`src/rtl/seg7_pkg.sv`:
```
// Shared constants and helpers for the hex 7-segment scanner.
package seg7_pkg;

  // Segment bit order: bit0 = a ... bit6 = g, active-high.
  localparam logic [6:0] SEG_OFF = 7'h00;

  localparam logic [6:0] SEG7_TABLE [16] = '{
    7'h3F, 7'h06, 7'h5B, 7'h4F, 7'h66, 7'h6D, 7'h7D, 7'h07,
    7'h7F, 7'h6F, 7'h77, 7'h7C, 7'h39, 7'h5E, 7'h79, 7'h71
  };

  // Decoded pattern for one digit before polarity is applied.
  typedef struct packed {
    logic [6:0] seg;
    logic       dp;
  } seg7_out_t;

  function automatic logic [6:0] hex_to_seg7(input logic [3:0] nibble);
    return SEG7_TABLE[nibble];
  endfunction

endpackage

```
`src/rtl/hex_display_scanner_if.sv`:
```
// Bus between the value source and the display scanner.
//
// Load is a one-cycle write qualifier with no back-pressure: whenever Load is
// high at a rising clock edge the scanner accepts Value/DotIn, so there is no
// ready signal. Enable is a level, not a handshake.
interface hex_display_scanner_if #(
  parameter int NUM_DIGITS = 4
) ();
  logic [4*NUM_DIGITS-1:0] Value;
  logic [NUM_DIGITS-1:0]   DotIn;
  logic                    Load;
  logic                    Enable;
  logic [6:0]              Seg;
  logic                    Dp;
  logic [NUM_DIGITS-1:0]   DigitEn;
  logic                    FrameTick;

  modport master (
    output Value, DotIn, Load, Enable,
    input  Seg, Dp, DigitEn, FrameTick
  );

  modport slave (
    input  Value, DotIn, Load, Enable,
    output Seg, Dp, DigitEn, FrameTick
  );
endinterface

```
`src/rtl/seg7_digit_mux.sv`:
```
// Selects the nibble/dot of the scanned digit, applies leading-zero blanking
// and decodes to active-high segments. Purely combinational.
module seg7_digit_mux
  import seg7_pkg::*;
#(
  parameter int NUM_DIGITS         = 4,
  parameter int LEADING_ZERO_BLANK = 0,
  parameter int IDX_W              = 2
) (
  input  logic [4*NUM_DIGITS-1:0] value,
  input  logic [NUM_DIGITS-1:0]   dots,
  input  logic [IDX_W-1:0]        index,
  output seg7_out_t               out
);

  logic [NUM_DIGITS-1:0] keep;
  logic                  higher;
  logic [3:0]            nibble;
  logic                  dot;
  logic                  kept;

  // A digit is significant when it, or any higher digit, is non-zero or has
  // its dot set; digit 0 always shows.
  always_comb begin
    keep   = '0;
    higher = 1'b0;
    for (int i = NUM_DIGITS - 1; i >= 0; i--) begin
      higher  = higher | (value[4*i +: 4] != 4'h0) | dots[i];
      keep[i] = higher;
    end
    keep[0] = 1'b1;
  end

  // Pick the scanned digit and decode it.
  always_comb begin
    nibble = 4'h0;
    dot    = 1'b0;
    kept   = 1'b0;
    for (int i = 0; i < NUM_DIGITS; i++) begin
      if (index == IDX_W'(i)) begin
        nibble = value[4*i +: 4];
        dot    = dots[i];
        kept   = keep[i];
      end
    end
    out.dp  = dot;
    out.seg = ((LEADING_ZERO_BLANK != 0) && !kept) ? SEG_OFF : hex_to_seg7(nibble);
  end

endmodule

```
`src/rtl/hex_display_scanner.sv`:
```
// Time-multiplexed N-digit hex display driver with frame-synchronous updates.
module hex_display_scanner
  import seg7_pkg::*;
#(
  parameter int NUM_DIGITS         = 4,
  parameter int SCAN_DIV           = 50000,
  parameter int INVERT_SEGMENTS    = 0,
  parameter int INVERT_DIGITS      = 0,
  parameter int LEADING_ZERO_BLANK = 0
) (
  input logic                  clock,
  input logic                  reset,
  hex_display_scanner_if.slave bus
);

  localparam int IDX_W = (NUM_DIGITS > 1) ? $clog2(NUM_DIGITS) : 1;
  localparam int DIV_W = (SCAN_DIV > 1) ? $clog2(SCAN_DIV) : 1;
  localparam logic [DIV_W-1:0] DIV_LAST = DIV_W'(SCAN_DIV - 1);
  localparam logic [IDX_W-1:0] IDX_LAST = IDX_W'(NUM_DIGITS - 1);

  // XOR masks turning active-high patterns into pin polarity.
  localparam logic [6:0]            SEG_POL = (INVERT_SEGMENTS != 0) ? 7'h7F : 7'h00;
  localparam logic                  DP_POL  = (INVERT_SEGMENTS != 0);
  localparam logic [NUM_DIGITS-1:0] DIG_POL = {NUM_DIGITS{INVERT_DIGITS != 0}};

  logic [DIV_W-1:0]        presc;
  logic [IDX_W-1:0]        index;
  logic                    tick;
  logic                    wrap;
  logic [4*NUM_DIGITS-1:0] shadow_value;
  logic [NUM_DIGITS-1:0]   shadow_dots;
  logic                    pending;
  logic [4*NUM_DIGITS-1:0] disp_value;
  logic [NUM_DIGITS-1:0]   disp_dots;
  logic [NUM_DIGITS-1:0]   onehot;
  seg7_out_t               mux_out;
  logic [6:0]              seg_q;
  logic                    dp_q;
  logic [NUM_DIGITS-1:0]   dig_q;
  logic                    frame_q;

  assign tick = (presc == DIV_LAST);
  assign wrap = tick && (index == IDX_LAST);

  // Prescaler, digit index and the frame pulse that marks the wrap to digit 0.
  always_ff @(posedge clock) begin
    if (reset) begin
      presc   <= '0;
      index   <= '0;
      frame_q <= 1'b0;
    end else begin
      frame_q <= wrap;
      if (tick) begin
        presc <= '0;
        index <= wrap ? '0 : index + IDX_W'(1);
      end else begin
        presc <= presc + DIV_W'(1);
      end
    end
  end

  // Loads land in the shadow; the display copy only changes on the wrap tick
  // so a frame is never torn. A load on the wrap tick itself goes straight in.
  always_ff @(posedge clock) begin
    if (reset) begin
      shadow_value <= '0;
      shadow_dots  <= '0;
      pending      <= 1'b0;
      disp_value   <= '0;
      disp_dots    <= '0;
    end else if (wrap) begin
      pending <= 1'b0;
      if (bus.Load) begin
        disp_value <= bus.Value;
        disp_dots  <= bus.DotIn;
      end else if (pending) begin
        disp_value <= shadow_value;
        disp_dots  <= shadow_dots;
      end
    end else if (bus.Load) begin
      shadow_value <= bus.Value;
      shadow_dots  <= bus.DotIn;
      pending      <= 1'b1;
    end
  end

  // One-hot strobe for the scanned digit.
  always_comb begin
    onehot = '0;
    for (int i = 0; i < NUM_DIGITS; i++) begin
      onehot[i] = (index == IDX_W'(i));
    end
  end

  seg7_digit_mux #(
    .NUM_DIGITS         (NUM_DIGITS),
    .LEADING_ZERO_BLANK (LEADING_ZERO_BLANK),
    .IDX_W              (IDX_W)
  ) u_mux (
    .value (disp_value),
    .dots  (disp_dots),
    .index (index),
    .out   (mux_out)
  );

  // Registered pin drivers; dark (off level) during reset or when disabled.
  always_ff @(posedge clock) begin
    if (reset || !bus.Enable) begin
      seg_q <= SEG_OFF ^ SEG_POL;
      dp_q  <= DP_POL;
      dig_q <= DIG_POL;
    end else begin
      seg_q <= mux_out.seg ^ SEG_POL;
      dp_q  <= mux_out.dp ^ DP_POL;
      dig_q <= onehot ^ DIG_POL;
    end
  end

  assign bus.Seg       = seg_q;
  assign bus.Dp        = dp_q;
  assign bus.DigitEn   = dig_q;
  assign bus.FrameTick = frame_q;

endmodule

```
`src/flat_wrapper.sv`:
```
// flat-port wrapper written by rule: the top's interface ports become plain ports
module hex_display_scanner_flat import seg7_pkg::*;
#(
  parameter int NUM_DIGITS         = 4,
  parameter int SCAN_DIV           = 50000,
  parameter int INVERT_SEGMENTS    = 0,
  parameter int INVERT_DIGITS      = 0,
  parameter int LEADING_ZERO_BLANK = 0
)
  (clock, reset, bus_Value, bus_DotIn, bus_Load, bus_Enable, bus_Seg, bus_Dp, bus_DigitEn, bus_FrameTick);
  hex_display_scanner_if #(.NUM_DIGITS(NUM_DIGITS)) bus_i ();
  input logic clock;
  input logic reset;
  input wire logic [$bits(bus_i.Value)-1:0] bus_Value;
  input wire logic [$bits(bus_i.DotIn)-1:0] bus_DotIn;
  input wire logic [$bits(bus_i.Load)-1:0] bus_Load;
  input wire logic [$bits(bus_i.Enable)-1:0] bus_Enable;
  output wire logic [$bits(bus_i.Seg)-1:0] bus_Seg;
  output wire logic [$bits(bus_i.Dp)-1:0] bus_Dp;
  output wire logic [$bits(bus_i.DigitEn)-1:0] bus_DigitEn;
  output wire logic [$bits(bus_i.FrameTick)-1:0] bus_FrameTick;
  assign bus_i.Value = bus_Value;
  assign bus_i.DotIn = bus_DotIn;
  assign bus_i.Load = bus_Load;
  assign bus_i.Enable = bus_Enable;
  assign bus_Seg = bus_i.Seg;
  assign bus_Dp = bus_i.Dp;
  assign bus_DigitEn = bus_i.DigitEn;
  assign bus_FrameTick = bus_i.FrameTick;
  hex_display_scanner #(.NUM_DIGITS(NUM_DIGITS), .SCAN_DIV(SCAN_DIV), .INVERT_SEGMENTS(INVERT_SEGMENTS), .INVERT_DIGITS(INVERT_DIGITS), .LEADING_ZERO_BLANK(LEADING_ZERO_BLANK)) u_core (.clock(clock), .reset(reset), .bus(bus_i));
endmodule
```
`config.mk`:
```
export PLATFORM = sky130hd
export DESIGN_NAME = hex_display_scanner_flat
export DESIGN_NICKNAME = d
export VERILOG_FILES = /design/src/rtl/seg7_pkg.sv /design/src/rtl/hex_display_scanner_if.sv /design/src/rtl/seg7_digit_mux.sv /design/src/rtl/hex_display_scanner.sv /design/src/flat_wrapper.sv
export SDC_FILE = /design/constraint.sdc
export NUM_CORES = 1
export LEC_CHECK = 0
export ABC_AREA = 1
export CAP_MARGIN = 20
export CELL_PAD_IN_SITES_DETAIL_PLACEMENT = 1
export CELL_PAD_IN_SITES_GLOBAL_PLACEMENT = 2
export CORE_ASPECT_RATIO = 1.4
export CORE_MARGIN = 5
export CORE_UTILIZATION = 33
export CTS_CLUSTER_SIZE = 20
export DETAILED_ROUTE_END_ITERATION = 8
export HOLD_SLACK_MARGIN = 0.02
export MAX_ROUTING_LAYER = met4
export PLACE_DENSITY = 0.79
export SKIP_CTS_REPAIR_TIMING = 1
export SYNTH_ARGS = -nofsm -noshare
export SYNTH_HDL_FRONTEND = slang
export SYNTH_SLANG_ARGS = --single-unit
```
`constraint.sdc`:
```
create_clock -name clock -period 2.6 [get_ports clock]
set_input_delay 0.52 -clock clock [delete_from_list [all_inputs] [get_ports clock]]
set_output_delay 0.52 -clock clock [all_outputs]
set_load 0.03 [all_outputs]
```
==> results of run 1 <==
[cell usage after synthesis (2+ instances only)]
| library cell | number |
|---|---|
| nand3b_1 | 21 |
| buf_4 | 5 |
| nor3_2 | 2 |
| mux2_2 | 20 |
| nand3_1 | 36 |
| nor2_2 | 23 |
| inv_1 | 26 |
| xor2_1 | 2 |
| nand2_2 | 5 |
| nor2_1 | 53 |
| nand2_1 | 94 |
| buf_6 | 7 |
| dfxtp_1 | 72 |
| ha_1 | 12 |
| a21oi_1 | 42 |
| buf_2 | 7 |
| nand4_1 | 4 |
| nor3_1 | 6 |
| nor2_4 | 2 |
| clkbuf_1 | 3 |
| or2_2 | 2 |
| o21ai_0 | 8 |
| inv_2 | 3 |
[worst max-delay path by stage]
stage	end	from	slack, ps
6_report	u_core.bus.Seg[3]$_SDFF_PP0_	u_core.index[0]$_SDFFE_PP0P_	290
5_1_grt	u_core.bus.Seg[3]$_SDFF_PP0_	u_core.index[0]$_SDFFE_PP0P_	10
4_1_cts	u_core.bus.Seg[3]$_SDFF_PP0_	u_core.index[0]$_SDFFE_PP0P_	280
3_5_place_dp	u_core.bus.Seg[3]$_SDFF_PP0_	u_core.index[0]$_SDFFE_PP0P_	320
3_3_place_gp	u_core.bus.Seg[3]$_SDFF_PP0_	u_core.index[0]$_SDFFE_PP0P_	420
2_1_floorplan	u_core.bus.Seg[3]$_SDFF_PP0_	u_core.index[0]$_SDFFE_PP0P_	640
[per-layer routing]
layer	vias to the layer above	share of wire, %	global-route usage, %
met2	35	54	28.0
met5	-	0	-
met1	1465	42	16.9
met3	13	2.3	2.10
met4	0	2.2	7.14
li1	1568	-	-
[sequential cells by signal (all words and copies together) (netlist names)]
name	flops
u_core.bus.FrameTick	1
u_core.pending	1
u_core.shadow_value	16
u_core.disp_dots	4
u_core.bus.Seg	7
u_core.bus.DigitEn	4
u_core.presc	16
u_core.index	2
u_core.bus.Dp	1
u_core.shadow_dots	4
u_core.disp_value	16
[logic make-up (layout without fill, tap and decap cells)]
| kind of cell | count (synthesis) | in the layout | share of synthesized area, % |
|---|---|---|---|
| and+or+nand+nor | 253 | 253 | 34.0 |
| xor gates and xnor gates | 2 | 2 | 0.486 |
| muxes | 20 | 20 | 6.25 |
| buffers and inverters | 51 | 85 | 7.53 |
| DFF | 72 | 72 | 40.0 |
| adders and majority gates | 12 | 12 | 4.16 |
| AOI/OAI and AO/OA | 53 | 53 | 7.60 |
[worst max-delay path, stage by stage (launching register included)]
cell and delay [ps]:
dfxtp_1 340, inv_1 110, ha_1 240, inv_1 150, nor2_1 120, nor2_1 50, a21oi_1 400, inv_1 180
ha_1 310, nand2_1 80, nand2_1 70, nor2_1 90, nor2_1 50
[power groups by stage]
stage	logic (mW)	clock network, mW	registers, mW
3_5_place_dp	0.214	0	1.18
6_report	0.211	1.15	1.16
3_3_place_gp	0.209	0	1.18
4_1_cts	0.216	1.18	1.16
5_1_grt	0.234	1.22	1.16
2_1_floorplan	0.125	0	1.19
[cell usage in the layout, fill, tap and decap left out, drive strengths merged]
cell / count
nand2: 100
nor2: 78
dfxtp: 72
a21oi: 43
nand3: 37
clkdlybuf4s50: 36
inv: 29
nand3b: 21
mux2: 20
clkbuf: 14
ha: 12
nor3: 9
o21ai: 8
buf: 6
nand4: 4
or2: 3
xor2: 2
a21boi: 1
a22oi: 1
nor3b: 1
[final cells by class]
cell class              instances  area, um^2
fillers                      1313        6430
multi-input cells             340        1890
flip-flops and latches         72        1440
repair buffers                 42         430
clock buffers                  14         274
well taps                     141         176
inverters                      29         109
==> metrics.yaml, run 1 <==
grt:
  grt_pass1_wl_um: 16100
  antenna_found_initial: 0
  grt_overflow: 0
  grt_max_degree: 42
  grt_use_total_pct: 15.6
  grt_pass1_vias: 3312
sta:
  layout_setup_ws_ps: 292
  tns_ps: 0
  hold_violations: 0
  hold-worst-slack_ps: 469
  worst_pin_slew_ps: 570
  drv_slew: 0
  min_period_ps: 2310
  timing.fmax_mhz: 433
  fin_crit_sh_pct: 88.8
  relSlewSlack_pct: 61.9
  rsz0062_at_grt: "no"
  skew_ps: 9.31
  setup_viol: 0
synthesis:
  synth_edf_count: 0
  synth-seq-area-share_pct: 40.0
  ys_ff_latch: 72
  avgSynthCellArea_um2: 7.79
  ys_warn_count: 0
  yosys.area.top_type_share_pct: 40.0
  syn-instance-count: 463
  async_flop_share_pct: 0
  syn_nets: 499
  syn_area_mm2: 0.00361
  yosysUniqueCellTypes: 31
  synth.area.top_cells: "dfxtp_1, nand2_1, mux2_2, a21oi_1, nor2_1"
  yosys.area.top_type: "dfxtp_1"
  yosys_most_used_dff: "dfxtp_1"
placement:
  pre_cts_ws_ps: 324
  dpl.cell_count: 624
  dpl.hpwl_um: 6940
  placed_area_mm2: 0.00405
  port_buffers: 36
  gp_congestion: 0.831
pwr:
  vdd_drop_max_mv: 0.299
  clkPwrFrac_pct: 45.7
  power_density_mw_per_mm2: 582
  seqPwrFrac_pct: 45.9
  combPwrFrac_pct: 8.4
  internal_power_mw: 1.96
  p_sw_mw: 0.561
  total_power_mw: 2.52
  p_leak_nw: 1.69
  switching_share_pct: 22.3
clocking:
  h-tree-depth: 3
  tritoncts: "built"
  cts-root-buf: "clkbuf_16"
  clk_path_buf_depth: 2
  cts_buffers: 9
  path_clk_slew_ps: 50
  clkSinkCount: 72
  clock_latency_ps: 330
route:
  drc: 0
  drtIter0Drc: 67
  wl_um: 9380
  firstDrtPassIters: 4
  ant_nets: 0
  routedWlPerCell_um: 14.7
  num_vias: 3081
  routed_via_density: 4.83
setup_path:
  cp_max_fo: 7
  r2r-end: "u_core.bus.Seg[3]$_SDFF_PP0_"
  rr_startpoint: "u_core.index[0]$_SDFFE_PP0P_"
  r2r_cells: 12
  arrival_ps: 2530
  crit_type: "flop to flop"
  worstSetupEndpointType: "flop"
  reg2reg_setup_slack_ps: 290
  start_kind: "flop"
  required_ps: 2820
floorplanning:
  start_util_pct: 33.5
  ioPinCount: 37
  core_area_mm2: 0.0108
  core.rowCount: 45
  die_height_um: 134
  die_x_um: 98.3
  die_area_mm2: 0.0131
hold_path:
  min_to: "u_core.presc[0]$_SDFF_PP0_"
  hold_class: "flop to flop"
  min_path_cells: 1
  worstHoldStart: "u_core.presc[0]$_SDFF_PP0_"
finish:
  diodes: 0
  syn_to_final_growth_pct: 19.9
  instances_no_fill: 638
  final_core_util_pct: 40.2
  fin_area_mm2: 0.00432
  final_nets: 530
  drive_gt1_share_pct: 15.9
outcome:
  status: "finished clean"
flow_run:
  maxCapViolCount: 0
No activity file was read; power rests on OpenSTA's default activity.
==> run 2, diff against run 1 <==
ABC_CLOCK_PERIOD_IN_PS = 2600   (was unset)
==> results of run 2 <==
The final DEF is identical to that of run 1; final timing and power are the same.
